===== config.mk =====
export PLATFORM = sky130hd
export DESIGN_NAME = retire_commit_wide
export DESIGN_NICKNAME = d
export VERILOG_FILES = /design/src/rtl/retire_commit_wide.sv
export SDC_FILE = /design/constraint.sdc
export NUM_CORES = 2
export LEC_CHECK = 0
export ABC_AREA = 1
export CAP_MARGIN = 20
export CORE_MARGIN = 3
export CORE_UTILIZATION = 35
export CTS_BUF_LIST = sky130_fd_sc_hd__clkbuf_8
export DETAILED_ROUTE_END_ITERATION = 8
export HOLD_SLACK_MARGIN = 0.1
export PLACE_DENSITY_LB_ADDON = 0.08
export SLEW_MARGIN = 10
export SYNTH_ARGS = -nofsm -noshare
export SYNTH_HDL_FRONTEND = slang
export SYNTH_SLANG_ARGS = --single-unit
export TNS_END_PERCENT = 20

===== constraint.sdc =====
create_clock -name CLK -period 5.67 [get_ports CLK]
set_clock_uncertainty 0.15 [all_clocks]
set_input_delay 1.4175 -clock CLK [delete_from_list [all_inputs] [get_ports CLK]]
set_output_delay 1.4175 -clock CLK [all_outputs]
set_load 0.03 [all_outputs]

===== src/rtl/retire_commit_wide.sv =====
// In-order retirement unit: circular reorder buffer with one allocation per
// cycle, NUM_WB completion ports, up to RETIRE_WIDTH commits per cycle into
// the retirement RAT, free-list return of previous mappings, and a registered
// flush when the oldest non-retiring entry completed with an exception.
module retire_commit_wide #(
   parameter int NUM_PHYS_REGS = 64,
   parameter int NUM_ARCH_REGS = 35,
   parameter int ROB_DEPTH     = 64,
   parameter int RETIRE_WIDTH  = 2,
   parameter int NUM_WB        = 2,
   localparam int LOG_PHYS  = $clog2(NUM_PHYS_REGS),
   localparam int LOG_ARCH  = $clog2(NUM_ARCH_REGS),
   localparam int LOG_DEPTH = $clog2(ROB_DEPTH)
) (
   input  logic                              CLK,
   input  logic                              RESET,
   input  logic                              Alloc_valid_IN,
   input  logic [LOG_ARCH-1:0]               Alloc_arch_IN,
   input  logic [LOG_PHYS-1:0]               Alloc_phys_IN,
   input  logic [LOG_PHYS-1:0]               Alloc_old_phys_IN,
   input  logic                              Alloc_has_dest_IN,
   output logic                              Alloc_ready_OUT,
   output logic [LOG_DEPTH-1:0]              Alloc_tag_OUT,
   input  logic [NUM_WB-1:0]                 Complete_valid_IN,
   input  logic [NUM_WB*LOG_DEPTH-1:0]       Complete_tag_IN,
   input  logic [NUM_WB-1:0]                 Complete_exc_IN,
   output logic [RETIRE_WIDTH-1:0]           Retire_valid_OUT,
   output logic [RETIRE_WIDTH*LOG_PHYS-1:0]  Free_phys_OUT,
   output logic [RETIRE_WIDTH-1:0]           Free_valid_OUT,
   output logic                              Flush_OUT,
   output logic [NUM_ARCH_REGS*LOG_PHYS-1:0] RegPtrs_OUT,
   output logic [LOG_DEPTH:0]                Count_OUT
);

   localparam int CNT_W = LOG_DEPTH + 1;

   logic [ROB_DEPTH-1:0]    valid_q, done_q, exc_q, has_dest_q;
   logic [ROB_DEPTH-1:0]    valid_d, done_d, exc_d;
   logic [ROB_DEPTH-1:0]    done_set, exc_set;
   logic [LOG_ARCH-1:0]     arch_q     [ROB_DEPTH];
   logic [LOG_PHYS-1:0]     phys_q     [ROB_DEPTH];
   logic [LOG_PHYS-1:0]     old_phys_q [ROB_DEPTH];
   logic [LOG_DEPTH-1:0]    head_q, tail_q, head_d, tail_d;
   logic [CNT_W-1:0]        count_q, count_d, nret;
   logic [LOG_PHYS-1:0]     rrat_q [NUM_ARCH_REGS];
   logic [LOG_PHYS-1:0]     rrat_d [NUM_ARCH_REGS];
   logic [LOG_DEPTH-1:0]    slot_idx [RETIRE_WIDTH];
   logic [RETIRE_WIDTH-1:0] retire_d, retire_q, free_valid_d, free_valid_q;
   logic [RETIRE_WIDTH*LOG_PHYS-1:0] free_phys_d, free_phys_q;
   logic                    flush_now, flush_q, alloc_fire;

   assign Alloc_ready_OUT  = (count_q != CNT_W'(ROB_DEPTH));
   assign Alloc_tag_OUT    = tail_q;
   assign Count_OUT        = count_q;
   assign Retire_valid_OUT = retire_q;
   assign Free_valid_OUT   = free_valid_q;
   assign Free_phys_OUT    = free_phys_q;
   assign Flush_OUT        = flush_q;

   // Flatten the RRAT onto the output bus.
   always_comb begin
      RegPtrs_OUT = '0;
      for (int unsigned r = 0; r < NUM_ARCH_REGS; r++)
         RegPtrs_OUT[r*LOG_PHYS +: LOG_PHYS] = rrat_q[r];
   end

   // Retire scan: stop at the first slot that is out of range, not done or
   // excepting; an excepting done entry at that point raises the flush.
   always_comb begin
      logic blocked;
      logic in_range;
      blocked   = 1'b0;
      in_range  = 1'b0;
      retire_d  = '0;
      nret      = '0;
      flush_now = 1'b0;
      for (int unsigned i = 0; i < RETIRE_WIDTH; i++) begin
         slot_idx[i] = head_q + LOG_DEPTH'(i);
         in_range    = (CNT_W'(i) < count_q);
         if (!blocked) begin
            if (in_range && valid_q[slot_idx[i]] && done_q[slot_idx[i]] &&
                !exc_q[slot_idx[i]]) begin
               retire_d[i] = 1'b1;
               nret        = nret + CNT_W'(1);
            end else begin
               blocked = 1'b1;
               if (in_range && valid_q[slot_idx[i]] && done_q[slot_idx[i]] &&
                   exc_q[slot_idx[i]])
                  flush_now = 1'b1;
            end
         end
      end
   end

   // Commit side effects: RRAT writes in slot order so the youngest wins,
   // plus the free-list return per retired slot.
   always_comb begin
      rrat_d       = rrat_q;
      free_valid_d = '0;
      free_phys_d  = '0;
      for (int unsigned i = 0; i < RETIRE_WIDTH; i++) begin
         if (retire_d[i]) begin
            free_phys_d[i*LOG_PHYS +: LOG_PHYS] = old_phys_q[slot_idx[i]];
            if (has_dest_q[slot_idx[i]]) begin
               rrat_d[arch_q[slot_idx[i]]] = phys_q[slot_idx[i]];
               free_valid_d[i]             = 1'b1;
            end
         end
      end
   end

   // Completion ports are merged first so duplicate tags OR their exc flags.
   always_comb begin
      done_set = '0;
      exc_set  = '0;
      for (int unsigned k = 0; k < NUM_WB; k++) begin
         if (Complete_valid_IN[k] && valid_q[Complete_tag_IN[k*LOG_DEPTH +: LOG_DEPTH]]) begin
            done_set[Complete_tag_IN[k*LOG_DEPTH +: LOG_DEPTH]] = 1'b1;
            exc_set[Complete_tag_IN[k*LOG_DEPTH +: LOG_DEPTH]] =
               exc_set[Complete_tag_IN[k*LOG_DEPTH +: LOG_DEPTH]] | Complete_exc_IN[k];
         end
      end
   end

   // Next-state for entry flags and pointers.
   always_comb begin
      alloc_fire = Alloc_valid_IN && Alloc_ready_OUT && !flush_now;
      valid_d    = valid_q;
      done_d     = done_q | done_set;
      exc_d      = exc_q | exc_set;
      for (int unsigned i = 0; i < RETIRE_WIDTH; i++)
         if (retire_d[i]) valid_d[slot_idx[i]] = 1'b0;
      if (alloc_fire) begin
         valid_d[tail_q] = 1'b1;
         done_d[tail_q]  = 1'b0;
         exc_d[tail_q]   = 1'b0;
      end
      if (flush_now) valid_d = '0;
      head_d  = flush_now ? tail_q : head_q + LOG_DEPTH'(nret);
      tail_d  = tail_q + LOG_DEPTH'(alloc_fire);
      count_d = flush_now ? '0 : count_q + CNT_W'(alloc_fire) - nret;
   end

   // Entry payload, written only on allocation.
   always_ff @(posedge CLK) begin
      if (alloc_fire) begin
         arch_q[tail_q]     <= Alloc_arch_IN;
         phys_q[tail_q]     <= Alloc_phys_IN;
         old_phys_q[tail_q] <= Alloc_old_phys_IN;
         has_dest_q[tail_q] <= Alloc_has_dest_IN;
      end
   end

   // Control state, RRAT and registered retire/free/flush outputs.
   always_ff @(posedge CLK) begin
      if (!RESET) begin
         valid_q      <= '0;
         done_q       <= '0;
         exc_q        <= '0;
         head_q       <= '0;
         tail_q       <= '0;
         count_q      <= '0;
         retire_q     <= '0;
         free_valid_q <= '0;
         free_phys_q  <= '0;
         flush_q      <= 1'b0;
         for (int unsigned r = 0; r < NUM_ARCH_REGS; r++)
            rrat_q[r] <= LOG_PHYS'(r);
      end else begin
         valid_q      <= valid_d;
         done_q       <= done_d;
         exc_q        <= exc_d;
         head_q       <= head_d;
         tail_q       <= tail_d;
         count_q      <= count_d;
         retire_q     <= retire_d;
         free_valid_q <= free_valid_d;
         free_phys_q  <= free_phys_d;
         flush_q      <= flush_now;
         rrat_q       <= rrat_d;
      end
   end

endmodule


==> results.json <==
{
  "synth_cells": 8893,
  "grt_pass1_vias": 72000,
  "critPathMaxStageDelay_ps": 670,
  "synth_top_area_frac": 0.454,
  "muxShareOfSynthArea": 0,
  "powerDensity_nw_per_um2": 274,
  "final_cell_mix": "nand2_1, edfxtp_1, inv_1",
  "cts_root_buf": "clkbuf_8",
  "synth_top_cell_by_area": "edfxtp_1",
  "io_buffer_count": 278,
  "synth-xor-area-share": 0.00109,
  "postRouteAntennaNets": 0,
  "hold_buffers": 0,
  "crit_family": "simple AND/OR/NAND/NOR gates",
  "cts.sinks": 1654,
  "reg2reg_slack_ps": 290,
  "synth_edf_count": 1216,
  "endpoint_kind": "flip-flop",
  "fin_crit_ps": 5380,
  "drc_errors": 0,
  "finalCritPeriodShare": 0.949,
  "die_h_um": 485,
  "ir_worst_vdd_uv": 283,
  "synth-adder-area-share": 0.00314,
  "status": "complete, no violations",
  "post-cts-setup-buffers": 0,
  "cts_tree": "yes",
  "gp_congestion": 1.03,
  "synthSimpleGateAreaFrac": 0.190,
  "final_util": 0.417,
  "syn-num-nets": 8950,
  "synth_seq_cells": 1654,
  "cts.repair.resized": 0,
  "die-width_um": 485,
  "vias_per_cell": 6.08,
  "reg2reg_depth": 24,
  "cts_buffers": 318,
  "wl_mm": 438,
  "hold_violations": 0,
  "setup_violations": 0,
  "syn-mean-instance-area_um2": 9.05,
  "cpMaxStageDelayCell": "inv_4",
  "synth.distinct_cells": 71,
  "area_delta_synth_final_pct": 18.2,
  "path_max_fanout": 64,
  "slew_violations": 0,
  "crit_arrival_ps": 6170,
  "holdCritStartpoint": "done_q[6]",
  "reg2reg_to": "Count_OUT[6]",
  "fin_nets": 9495,
  "vias": 77100,
  "io_pins": 279,
  "yosysWarnings": 0,
  "die-area_um2": 236000,
  "core-area_um2": 228000,
  "gr-total-overflow": 0,
  "critPathBufInv": 6,
  "p_leak_nw": 37.2,
  "dpl.hpwl_mm": 276,
  "seq_area_frac_synth": 0.563,
  "synth_compound_area_frac": 0.165,
  "drive_gt1_frac": 0.113,
  "max_freq_mhz": 186,
  "path_cells": "buf_12, nand3_4, inv_4, a211oi_1, nand2_1, nand2_1, nand2_1, inv_1, nand4_1, nor2_1, nand2_1, inv_1, a21boi_4, inv_1, ha_1, inv_1, ha_1, fa_1, nand3_1, a21oi_1, nor2_1, o21bai_1, or2_2, a21oi_1",
  "worst-setup-path-type": "flip-flop to flip-flop",
  "cts_max_level": 5,
  "antenna_found_initial": 18,
  "clk_path_buf_depth": 4,
  "wire_per_inst_um": 34.6,
  "async_reset_ff_frac": 0,
  "synth_top_cells_by_area": "edfxtp_1, dfxtp_1, nand2_1",
  "max_cap_viol_count": 0,
  "synth-main-ff-cell": "edfxtp_1",
  "cp.depth": 24,
  "initial_core_util": 0.353,
  "grt.total_usage": 0.358,
  "fillers": 22600,
  "cts.reportedPaths.clkPinSlew_ps": 60,
  "final_common_cell": "nand2_1",
  "drtPass1Iterations": 7,
  "synth_top_family_by_area": "simple AND/OR/NAND/NOR gates",
  "grt_pass1_wl_mm": 593,
  "tightest_slew_ps": 1170,
  "cp-startpoint": "head_q[0]",
  "maxSlewHeadroom": 0.213,
  "rsz0062_at_grt": "no",
  "reg2reg_from": "head_q[0]",
  "hp-class": "flip-flop to flip-flop",
  "finalSetupTns_ps": 0,
  "required_ps": 6460,
  "grt_max_degree": 197,
  "crit_end": "Count_OUT[6]",
  "start_kind": "flip-flop",
  "num_rows": 175,
  "clkLatencyLatePin_ps": 1130,
  "dr.first_iter.drc_count": 11700,
  "syn_area_um2": 80400
}
-- final cells by class --
| class | instances | area, um^2 | share of cell area |
|---|---|---|---|
| Antenna cell | 13 | 32.5 | 0.000342 |
| Clock buffer | 346 | 4760 | 0.0501 |
| Clock inverter | 185 | 986 | 0.0104 |
| Inverter | 981 | 3720 | 0.0392 |
| Multi-Input combinational cell | 5725 | 29100 | 0.306 |
| Sequential cell | 1654 | 45300 | 0.476 |
| Tap cell | 3009 | 3760 | 0.0396 |
| Timing Repair Buffer | 758 | 7480 | 0.0786 |
-- how the worst min path moves through the flow --
stage                       endpoint  slack (ps)  cells past startpoint
after floorplan            done_q[6]         310                      2
final                      done_q[6]         360                      2
after global placement    done_q[46]         330                      2
after detailed placement   done_q[6]         340                      2
after CTS                 done_q[46]         360                      2
after global routing       done_q[6]         390                      2
-- worst reg2reg max path, stage by stage, from the launching register on --
cell      delay, ps
dfxtp_2         380
buf_12          340
nand3_4         430
inv_4           680
a211oi_1        250
nand2_1         300
nand2_1         140
nand2_1          80
inv_1            40
nand4_1          90
nor2_1          100
nand2_1         160
inv_1           110
a21boi_4        170
inv_1            70
ha_1            290
inv_1            60
ha_1            210
fa_1            470
nand3_1         120
a21oi_1          90
nor2_1          110
o21bai_1         80
or2_2           270
a21oi_1         110
-- layer usage --
layer,vias up,GRT usage,share of wire,routed length [um]
li1,32400,-,-,-
met5,-,0,0.000091,40
met4,6,0.191,0.061,26900
met1,38000,0.477,0.40,175000
met2,5524,0.540,0.43,188000
met3,1203,0.0850,0.11,48500
-- cells by family after synthesis --
| family | after synthesis |
|---|---|
| adders and majority gates | 19 |
| xor gates and xnor gates | 7 |
| AOI/OAI and AO/OA | 2078 |
| buffers and inverters | 1514 |
| DFF | 1654 |
| and+or+nand+nor | 3621 |
-- cells in the mapped netlist, drive strengths merged, types with 2 or more instances --
library cell and count:
o211ai 41, a22oi 102, edfxtp 1216, o31ai 16, a21boi 4, o2111ai 78, nand3b 5, a41oi 3
clkinv 11, nand3 418, a31oi 69, o22ai 566, inv 970, xor2 6, buf 359, a21o 6
o2bb2ai 43, dfxtp 438, or2 39, a21oi 412, clkbuf 174, a211oi 36, a22o 31, nor3 164
o22a 9, o221ai 15, o21a 8, nor4 2, o41ai 25, o21ba 2, a2111oi 4, a221oi 191
o21bai 2, o21ai 412, o2111a 2, ha 17, nand2 2071, fa 2, nor3b 8, nand4 110
nor2 801
-- flip-flops by register name, indices dropped and copies added (netlist names) --
signal / cells
Alloc_tag_OUT: 6
Count_OUT: 7
Flush_OUT: 1
Free_phys_OUT: 12
Free_valid_OUT: 2
RegPtrs_OUT: 210
Retire_valid_OUT: 2
arch_q: 384
done_q: 64
exc_q: 64
has_dest_q: 64
head_q: 6
old_phys_q: 384
phys_q: 384
valid_q: 64
-- through the flow --
stage	setup WS [ps]	std cells	hold WS (ps)	total power, W	instance area, um^2
finish	289	12700	356	0.0261	95100
global route	158	12700	390	0.0268	95100
CTS	542	12700	357	0.0261	95000
detailed placement	292	12100	344	0.0149	89300
global placement	372	12100	326	0.0149	89300
floorplan	1350	8893	310	0.0140	80400
-- power by group --
| part | switching (W) | total (W) | internal [W] |
|---|---|---|---|
| registers | 0.0000549 | 0.0131 | 0.0131 |
| logic | 0.00123 | 0.00161 | 0.000372 |
| clock network | 0.00538 | 0.0113 | 0.00596 |
Power figures use the tool's default switching activity.
